$ cat src/rtl/apb_bridge_fsm_if.sv
// apb_bridge_fsm_if: AHB-side request/response and APB-side bus signals of the bridge
interface apb_bridge_fsm_if #(
  parameter int ADDR_W  = 32,
  parameter int DATA_W  = 32,
  parameter int NUM_SLV = 4
);
  logic               valid;
  logic               Hwrite;
  logic [ADDR_W-1:0]  Haddr;
  logic [DATA_W-1:0]  Hwdata;
  logic [NUM_SLV-1:0] Hselx;
  logic [DATA_W-1:0]  Hrdata;
  logic               Hreadyout;
  logic [1:0]         Hresp;
  logic [NUM_SLV-1:0] Pselx;
  logic               Penable;
  logic               Pwrite;
  logic [ADDR_W-1:0]  Paddr;
  logic [DATA_W-1:0]  Pwdata;
  logic [DATA_W-1:0]  Prdata;
  logic               Pready;
  logic               Pslverr;
  modport master (
    output valid, Hwrite, Haddr, Hwdata, Hselx, Prdata, Pready, Pslverr,
    input  Hrdata, Hreadyout, Hresp, Pselx, Penable, Pwrite, Paddr, Pwdata
  );
  modport slave (
    input  valid, Hwrite, Haddr, Hwdata, Hselx, Prdata, Pready, Pslverr,
    output Hrdata, Hreadyout, Hresp, Pselx, Penable, Pwrite, Paddr, Pwdata
  );
endinterface

$ cat src/rtl/apb_bridge_fsm.sv
// apb_bridge_fsm: AHB-to-APB bridge; one APB transfer per request, ERROR on bad select, slave error or timeout
module apb_bridge_fsm #(
  parameter int ADDR_W  = 32,
  parameter int DATA_W  = 32,
  parameter int NUM_SLV = 4,
  parameter int TIMEOUT = 16
) (
  input logic            HCLK,
  input logic            HRESETn,
  apb_bridge_fsm_if.slave bus
);
  typedef enum logic [2:0] {IDLE, WDATA, SETUP, ACCESS, ERR1, ERR2} state_t;
  localparam int CW = TIMEOUT > 1 ? $clog2(TIMEOUT + 1) : 1;
  localparam logic [CW-1:0] T_LAST = CW'(TIMEOUT > 0 ? TIMEOUT - 1 : 0);
  state_t             state, state_nx;
  logic [NUM_SLV-1:0] sel_q;
  logic [CW-1:0]      to_cnt;
  logic               sel_ok;
  logic               timed_out;
  assign sel_ok    = $onehot(bus.Hselx);
  assign timed_out = (TIMEOUT > 0) && !bus.Pready && (to_cnt == T_LAST);
  // state register; reset lands in IDLE so the state-decoded outputs drop at once
  always_ff @(posedge HCLK or negedge HRESETn)
    if (!HRESETn) state <= IDLE;
    else          state <= state_nx;
  // next state, plus every handshake output decoded from the registered state only
  always_comb begin
    state_nx      = state;
    bus.Hreadyout = (state == IDLE) || (state == ERR2);
    bus.Hresp     = {1'b0, (state == ERR1) || (state == ERR2)};
    bus.Pselx     = (state == SETUP || state == ACCESS) ? sel_q : '0;
    bus.Penable   = state == ACCESS;
    case (state)
      IDLE:    if (bus.valid) state_nx = !sel_ok ? ERR1 : bus.Hwrite ? WDATA : SETUP;
      WDATA:   state_nx = SETUP;
      SETUP:   state_nx = ACCESS;
      ACCESS:  state_nx = bus.Pready ? (bus.Pslverr ? ERR1 : IDLE) : timed_out ? ERR1 : ACCESS;
      ERR1:    state_nx = ERR2;
      default: state_nx = IDLE;
    endcase
  end
  // request latch, write-data capture, read-data return and wait-state counter
  always_ff @(posedge HCLK or negedge HRESETn)
    if (!HRESETn) begin
      sel_q      <= '0;
      bus.Paddr  <= '0;
      bus.Pwrite <= 1'b0;
      bus.Pwdata <= '0;
      bus.Hrdata <= '0;
      to_cnt     <= '0;
    end else begin
      if (state == IDLE && bus.valid && sel_ok) begin
        sel_q      <= bus.Hselx;
        bus.Paddr  <= bus.Haddr;
        bus.Pwrite <= bus.Hwrite;
      end
      if (state == WDATA) bus.Pwdata <= bus.Hwdata;
      if (state == ACCESS && bus.Pready && !bus.Pslverr && !bus.Pwrite) bus.Hrdata <= bus.Prdata;
      to_cnt <= (state != ACCESS || TIMEOUT == 0) ? '0 :
                (!bus.Pready && to_cnt != '1) ? to_cnt + CW'(1) : to_cnt;
    end
endmodule

$ cat src/flat_wrapper.sv
// flat-port wrapper written by rule: the top's interface ports become plain ports
module apb_bridge_fsm_flat 
#(
  parameter int ADDR_W  = 32,
  parameter int DATA_W  = 32,
  parameter int NUM_SLV = 4,
  parameter int TIMEOUT = 16
)
  (HCLK, HRESETn, bus_valid, bus_Hwrite, bus_Haddr, bus_Hwdata, bus_Hselx, bus_Prdata, bus_Pready, bus_Pslverr, bus_Hrdata, bus_Hreadyout, bus_Hresp, bus_Pselx, bus_Penable, bus_Pwrite, bus_Paddr, bus_Pwdata);
  apb_bridge_fsm_if #(.ADDR_W(ADDR_W), .DATA_W(DATA_W), .NUM_SLV(NUM_SLV)) bus_i ();
  input logic HCLK;
  input logic HRESETn;
  input wire logic [$bits(bus_i.valid)-1:0] bus_valid;
  input wire logic [$bits(bus_i.Hwrite)-1:0] bus_Hwrite;
  input wire logic [$bits(bus_i.Haddr)-1:0] bus_Haddr;
  input wire logic [$bits(bus_i.Hwdata)-1:0] bus_Hwdata;
  input wire logic [$bits(bus_i.Hselx)-1:0] bus_Hselx;
  input wire logic [$bits(bus_i.Prdata)-1:0] bus_Prdata;
  input wire logic [$bits(bus_i.Pready)-1:0] bus_Pready;
  input wire logic [$bits(bus_i.Pslverr)-1:0] bus_Pslverr;
  output wire logic [$bits(bus_i.Hrdata)-1:0] bus_Hrdata;
  output wire logic [$bits(bus_i.Hreadyout)-1:0] bus_Hreadyout;
  output wire logic [$bits(bus_i.Hresp)-1:0] bus_Hresp;
  output wire logic [$bits(bus_i.Pselx)-1:0] bus_Pselx;
  output wire logic [$bits(bus_i.Penable)-1:0] bus_Penable;
  output wire logic [$bits(bus_i.Pwrite)-1:0] bus_Pwrite;
  output wire logic [$bits(bus_i.Paddr)-1:0] bus_Paddr;
  output wire logic [$bits(bus_i.Pwdata)-1:0] bus_Pwdata;
  assign bus_i.valid = bus_valid;
  assign bus_i.Hwrite = bus_Hwrite;
  assign bus_i.Haddr = bus_Haddr;
  assign bus_i.Hwdata = bus_Hwdata;
  assign bus_i.Hselx = bus_Hselx;
  assign bus_i.Prdata = bus_Prdata;
  assign bus_i.Pready = bus_Pready;
  assign bus_i.Pslverr = bus_Pslverr;
  assign bus_Hrdata = bus_i.Hrdata;
  assign bus_Hreadyout = bus_i.Hreadyout;
  assign bus_Hresp = bus_i.Hresp;
  assign bus_Pselx = bus_i.Pselx;
  assign bus_Penable = bus_i.Penable;
  assign bus_Pwrite = bus_i.Pwrite;
  assign bus_Paddr = bus_i.Paddr;
  assign bus_Pwdata = bus_i.Pwdata;
  apb_bridge_fsm #(.ADDR_W(ADDR_W), .DATA_W(DATA_W), .NUM_SLV(NUM_SLV), .TIMEOUT(TIMEOUT)) u_core (.HCLK(HCLK), .HRESETn(HRESETn), .bus(bus_i));
endmodule
$ cat config.mk
export PLATFORM = sky130hd
export DESIGN_NAME = apb_bridge_fsm_flat
export DESIGN_NICKNAME = d
export VERILOG_FILES = /design/src/rtl/apb_bridge_fsm_if.sv /design/src/rtl/apb_bridge_fsm.sv /design/src/flat_wrapper.sv
export SDC_FILE = /design/constraint.sdc
export NUM_CORES = 1
export LEC_CHECK = 0
export ABC_AREA = 1
export ABC_CLOCK_PERIOD_IN_PS = 1700
export BUFFER_PORTS_ARGS = -buffer_cell sky130_fd_sc_hd__buf_2
export CAP_MARGIN = 10
export CELL_PAD_IN_SITES_DETAIL_PLACEMENT = 1
export CELL_PAD_IN_SITES_GLOBAL_PLACEMENT = 1
export CORE_ASPECT_RATIO = 1.4
export CORE_MARGIN = 4
export CORE_UTILIZATION = 33
export CTS_CLUSTER_SIZE = 40
export DETAILED_ROUTE_END_ITERATION = 8
export PLACE_DENSITY = 0.9
export SYNTH_ARGS = -nofsm -noshare
export SYNTH_HDL_FRONTEND = slang
export SYNTH_SLANG_ARGS = --single-unit
$ cat constraint.sdc
create_clock -name HCLK -period 1.7 [get_ports HCLK]
set_input_delay 0.085 -clock HCLK [delete_from_list [all_inputs] [get_ports HCLK]]
set_output_delay 0.085 -clock HCLK [all_outputs]
set_load 0.01 [all_outputs]
# ---- Word-level counts from Yosys, hierarchy flattened
# Cells that the tools add are included.
# W data, S select, Z words.
dict set report word_totals {
  output_inout_bits 105
  reg_bits 109
}
dict set report classes {
  muxes 10
  n_eq_ne 10
  n_addsub 4
  n_reduce_logical 15
}
# op n
set op_table {}
lappend op_table {{$mux W3} 5}
lappend op_table {{$pmux W3 S5} 1}
lappend op_table {{$mux W5} 2}
lappend op_table {{$logic_and A1 B1 Y1} 7}
lappend op_table {{$eq A3 B1 Y1 const B} 2}
lappend op_table {{$eq A3 B2 Y1 const B} 2}
lappend op_table {{$eq A3 B3 Y1 const B} 2}
lappend op_table {{$add A5 B1 Y5 const B} 1}
lappend op_table {{$eq A5 B4 Y1 const B} 1}
lappend op_table {{$ne A5 B5 Y1 const B} 1}
lappend op_table {{$add A1 B1 Y2} 2}
lappend op_table {{$mux W4} 1}
lappend op_table {{$add A3 B3 Y3} 1}
lappend op_table {{$logic_not A1 Y1} 3}
lappend op_table {{$logic_not A3 Y1} 1}
lappend op_table {{$logic_or A1 B1 Y1} 3}
lappend op_table {{$ne A3 B2 Y1 const B} 1}
lappend op_table {{$mux W2} 1}
lappend op_table {{$ne A2 B2 Y1 const B} 1}
lappend op_table {{$reduce_bool A2 Y1} 1}

# ---- Longest topological paths before layout
dict set report depth {
  depth_word 6
  depth_mapped 10
  depth_no_buf 10
}

# ---- Worst setup path after synthesis
# Ideal clock, no wire load.
dict set report synth_timing {
  path_type {input-to-reg}
  start {in bus_Hselx[2]}
  end {reg u_core.bus.Pwrite}
  setup_time_ns 0.117
  cell_stages 10
  path_slack_ns -0.065
  arrival_time_ns 1.648
  path_cell_list {ha_1 -> ha_1 -> fa_1 -> inv_1 -> nand3_1 -> nor2_4 -> inv_2 -> buf_6 -> nand2_1 -> nand2_1}
}
dict set report synth_via {
  elab_chain_len 4
}
# item line_no
set synth_rtl {}
lappend synth_rtl {{start, declared} flat_wrapper.sv:17} ;# input wire logic [$bits(bus_i.Hselx)-1:0] bus_Hselx;
lappend synth_rtl {{$add A1 B1 Y2 (implied by the code)} apb_bridge_fsm.sv:20} ;# assign sel_ok = $onehot(bus.Hselx);
lappend synth_rtl {{$add A3 B3 Y3 (implied by the code)} apb_bridge_fsm.sv:20}
lappend synth_rtl {{$eq A3 B1 Y1} apb_bridge_fsm.sv:20}
lappend synth_rtl {{$logic_and A1 B1 Y1} apb_bridge_fsm.sv:52} ;# if (state == IDLE && bus.valid && sel_ok) begin
lappend synth_rtl {{end signal, assigned} apb_bridge_fsm.sv:55} ;# bus.Pwrite <= bus.Hwrite;
lappend synth_rtl {{end, declared} apb_bridge_fsm_if.sv:29} ;# output Hrdata, Hreadyout, Hresp, Pselx, Penable, Pwrite, Paddr, Pwdata
# No other way between the ends.
# A chain may end at the register's enable or synchronous reset.

# ---- Final worst setup path
dict set report layout_timing {
  start {in bus_Hselx[3]}
  end {reg u_core.bus.Paddr[19]}
}
dict set report layout_via {
  elab_chain_len 4
}
# item line_no
set layout_rtl {}
lappend layout_rtl {{$add A1 B1 Y2 (implied by the code)} apb_bridge_fsm.sv:20}
lappend layout_rtl {{$add A3 B3 Y3 (implied by the code)} apb_bridge_fsm.sv:20}
lappend layout_rtl {{$eq A3 B1 Y1} apb_bridge_fsm.sv:20}
lappend layout_rtl {{$logic_and A1 B1 Y1} apb_bridge_fsm.sv:52}
lappend layout_rtl {{end signal, assigned} apb_bridge_fsm.sv:54} ;# bus.Paddr <= bus.Haddr;
lappend layout_rtl {{end, declared} apb_bridge_fsm_if.sv:29}
# No other way between the ends.

==> summary.md <==
### GRT
- vias in the first global route: 5379
- global-route wire length before repair: 28260 µm
- number of antenna violations at the first check in global routing: 1
- global-route congestion overflow total: 0
- GRT met1 Usage: 23.99%
- global-route total usage across every layer: 22.84%
- most congested layer reported by global routing: met2
- grt met2 use: 42.06%
- global-route track usage on met3: 5.529%
- largest net degree at the start of global routing: 72

### CTS
- clock transition time at the flip-flop clock pins of the worst setup and hold paths: 80 ps
- worst-skew pair later-pin latency: 350 ps
- master cell of the clock root buffer: clkbuf_16
- TritonCTS Buffers: 9
- number of buffers between clock root and the deepest sink: 2
- maximum level of the CTS H-tree: 3
- clk sink count: 109
- clock tree from TritonCTS: yes

### STA
- final critical delay including setup and external delays: 1757 ps
- setup clock skew after layout: 9.384 ps
- aggregate negative setup slack: -246.8 ps
- final hold vios: 0
- Final period util: 103.4%
- achievable clock frequency: 569.1 MHz
- number of max-slew violations in the final report: 0
- min setup slack post-route: -57.26 ps
- final-report setup violation count: 14
- RSZ-0062 raised after global routing: true

### Placed design
- IO Port Bufs: 209
- placed insts: 895
- detailed placer's ending HPWL: 10360 µm
- routability congestion estimate from global placement: 0.7713
- worst setup slack after placement: -339.8 ps

### Drt
- number of DRC markers in iteration 0: 176
- Antenna Violating Nets Remaining: 0
- number of design rule violations left after detail routing: 0
- total number of vias: 4847
- via count normalized by instance count: 4.780
- final routed wire length divided by cell count: 18.49 µm
- number of iterations in the first detailed-routing pass: 4
- total wire length: 18750 µm

### Setup path
- kind of critical path: input port to flip-flop
- CP Max Fanout: 16
- Startpoint Class: input port
- required time reported for the critical path endpoint: 1930 ps
- sort of element at the end of the critical path: flip-flop
- Data arrival, critical path: 1990 ps

### Floorplanning
- die area: 0.01567 mm²
- # rows: 50
- Initial Utilization: 33.79%
- area inside the core boundary: 0.01339 mm²
- die height: 146.5 µm
- die width: 107.0 µm
- IO Pins: 211

### Pwr
- worst supply voltage drop on vdd: 0.6840 mV
- standby leakage power: 4.014 nW
- Cell Pwr Density: 1579 mW/mm²

### Layout
- leading cell type in the layout, fill and taps excluded: nand2_1
- commonest cells after routing, fill and taps aside: nand2_1 (243), buf_2 (208), dfrtp_1 (109)
- count of non-filler cells in the finished layout: 1014
- # fillers: 1639
- total area of multi-input combinational cells: 0.001637 mm²
- share of layout cells above drive strength 1: 31.85%
- area growth from synthesis to final layout: 59.79%
- Antenna diodes: 0
- Layout Nets: 940
- register cell area after layout: 0.002728 mm²

### Synthesis
- count of different cell masters after synthesis: 20
- number of flops mapped to enable cells by yosys: 0
- Cells after Synth: 518
- sequential fraction of the synthesis area: 60.29%
- Post-Syn Area: 0.004524 mm²
- number of synthesis warnings: 0
- prevailing post-synth register cell: dfrtp_1
- syn avg cell area: 8.734 µm²
- ys async rst share: 100.0%
- total of flip-flops plus latches after synthesis: 109
- total nets after synthesis: 631

### Status
- run status: finished, violations left
- violated checks: setup timing

### Min path
- Hold WC Path Type: input port to flip-flop

### Run
- number of maximum-capacitance constraint violations: 0

-- logic make-up (layout without fill, tap and decap cells) --
logic type      after synthesis  count (layout)  share of synthesized area [%]
other cells                   1               1                        0.08289
fa+ha+maj                     7               7                          2.102
flops                       109             109                          60.29
buf+inv                      44             358                          4.978
compound gates               14              14                          1.549
simple gates                343             343                          31.00
-- state kept, by name, indices dropped and copies added (netlist names) --
register           flops
u_core.bus.Pwdata     32
u_core.to_cnt          5
u_core.bus.Paddr      32
u_core.bus.Hrdata     32
u_core.state           3
u_core.bus.Pwrite      1
u_core.sel_q           4
-- routing by layer --
metal	vias to the layer above	share of wire, %	routed length (µm)
met4	2	4.0	751
met3	55	5.6	1048
met1	2361	35	6605
met5	-	0.037	7
met2	193	55	10340
li1	2236	-	-
-- worst max-delay path, stage by stage --
cell	delay, ps
buf_2	120
ha_4	270
ha_4	140
fa_2	460
inv_2	100
nand3_4	80
nor2_4	290
buf_6	170
inv_6	70
nand2_1	100
nand2_1	80
-- synthesized netlist by cell type, types with 2 or more instances --
| library cell | instances | area, µm² |
|---|---|---|
| dfrtp_1 | 109 | 2728 |
| o21ai_0 | 6 | 30.03 |
| buf_2 | 15 | 75.07 |
| buf_4 | 3 | 22.52 |
| clkbuf_1 | 6 | 22.52 |
| o21ai_1 | 4 | 20.02 |
| nor2_4 | 2 | 22.52 |
| nand2_1 | 246 | 923.4 |
| buf_6 | 4 | 45.04 |
| nor2_2 | 2 | 12.51 |
| nor2_1 | 22 | 82.58 |
| ha_1 | 6 | 75.07 |
| inv_1 | 15 | 56.30 |
| nand3_1 | 69 | 345.3 |
| a21oi_1 | 4 | 20.02 |
-- repair_timing --
action / CTS / global route
buffers inserted: 0 / 5
hold buffers: 95 / 0
endpoints found under the hold margin: 203 / 0
gates resized for setup: 0 / 25
endpoints found under the setup margin: 0 / 41
-- through the flow --
stage	instance area (µm²)	hold slack, ps	total power, mW	utilization, %
after detailed placement	5776	140.6	8.663	43.14
final	7229	5.330	11.42	54.00
after CTS	7039	0.05554	11.10	52.58
after floorplan	4532	-210.6	6.644	-
after global routing	7229	21.28	12.19	54.00
after global placement	5776	138.1	8.424	43.14
-- report_power, final --
group          switching, mW  leakage, nW  total (mW)  internal [mW]
clock network           1.02        0.154        2.23           1.21
logic                   2.87         2.47        4.66           1.79
registers              0.748         1.39        4.53           3.78
-- final timing paths --
path	from	endpoint	slack (ps)	depth (start not counted)
worst max-delay path	bus_Hselx[3]	u_core.bus.Paddr[19]$_DFFE_PN0P_	-60	11
worst min-delay path	bus_Prdata[30]	u_core.bus.Hrdata[30]$_DFFE_PN0P_	5	3
worst max register to register	u_core.state[1]$_DFFE_PN0P_	u_core.bus.Paddr[19]$_DFFE_PN0P_	60	7
worst min register to register	u_core.bus.Paddr[31]$_DFFE_PN0P_	u_core.bus.Paddr[31]$_DFFE_PN0P_	470	2
max in group asynchronous	HRESETn	u_core.bus.Pwdata[17]$_DFFE_PN0P_	970	3
min in group asynchronous	HRESETn	u_core.bus.Paddr[25]$_DFFE_PN0P_	290	3
-- area by class of cell --
| class | instances | share of cell area (%) |
|---|---|---|
| flip-flops and latches | 109 | 37.73 |
| repair inverters | 2 | 0.2423 |
| multi-input cells | 365 | 22.64 |
| clock buffers | 10 | 3.306 |
| repair buffers | 324 | 30.91 |
| clock inverters | 6 | 1.021 |
| well taps | 182 | 3.150 |
| inverters | 16 | 1.004 |
(Power assumes the default switching activity.)
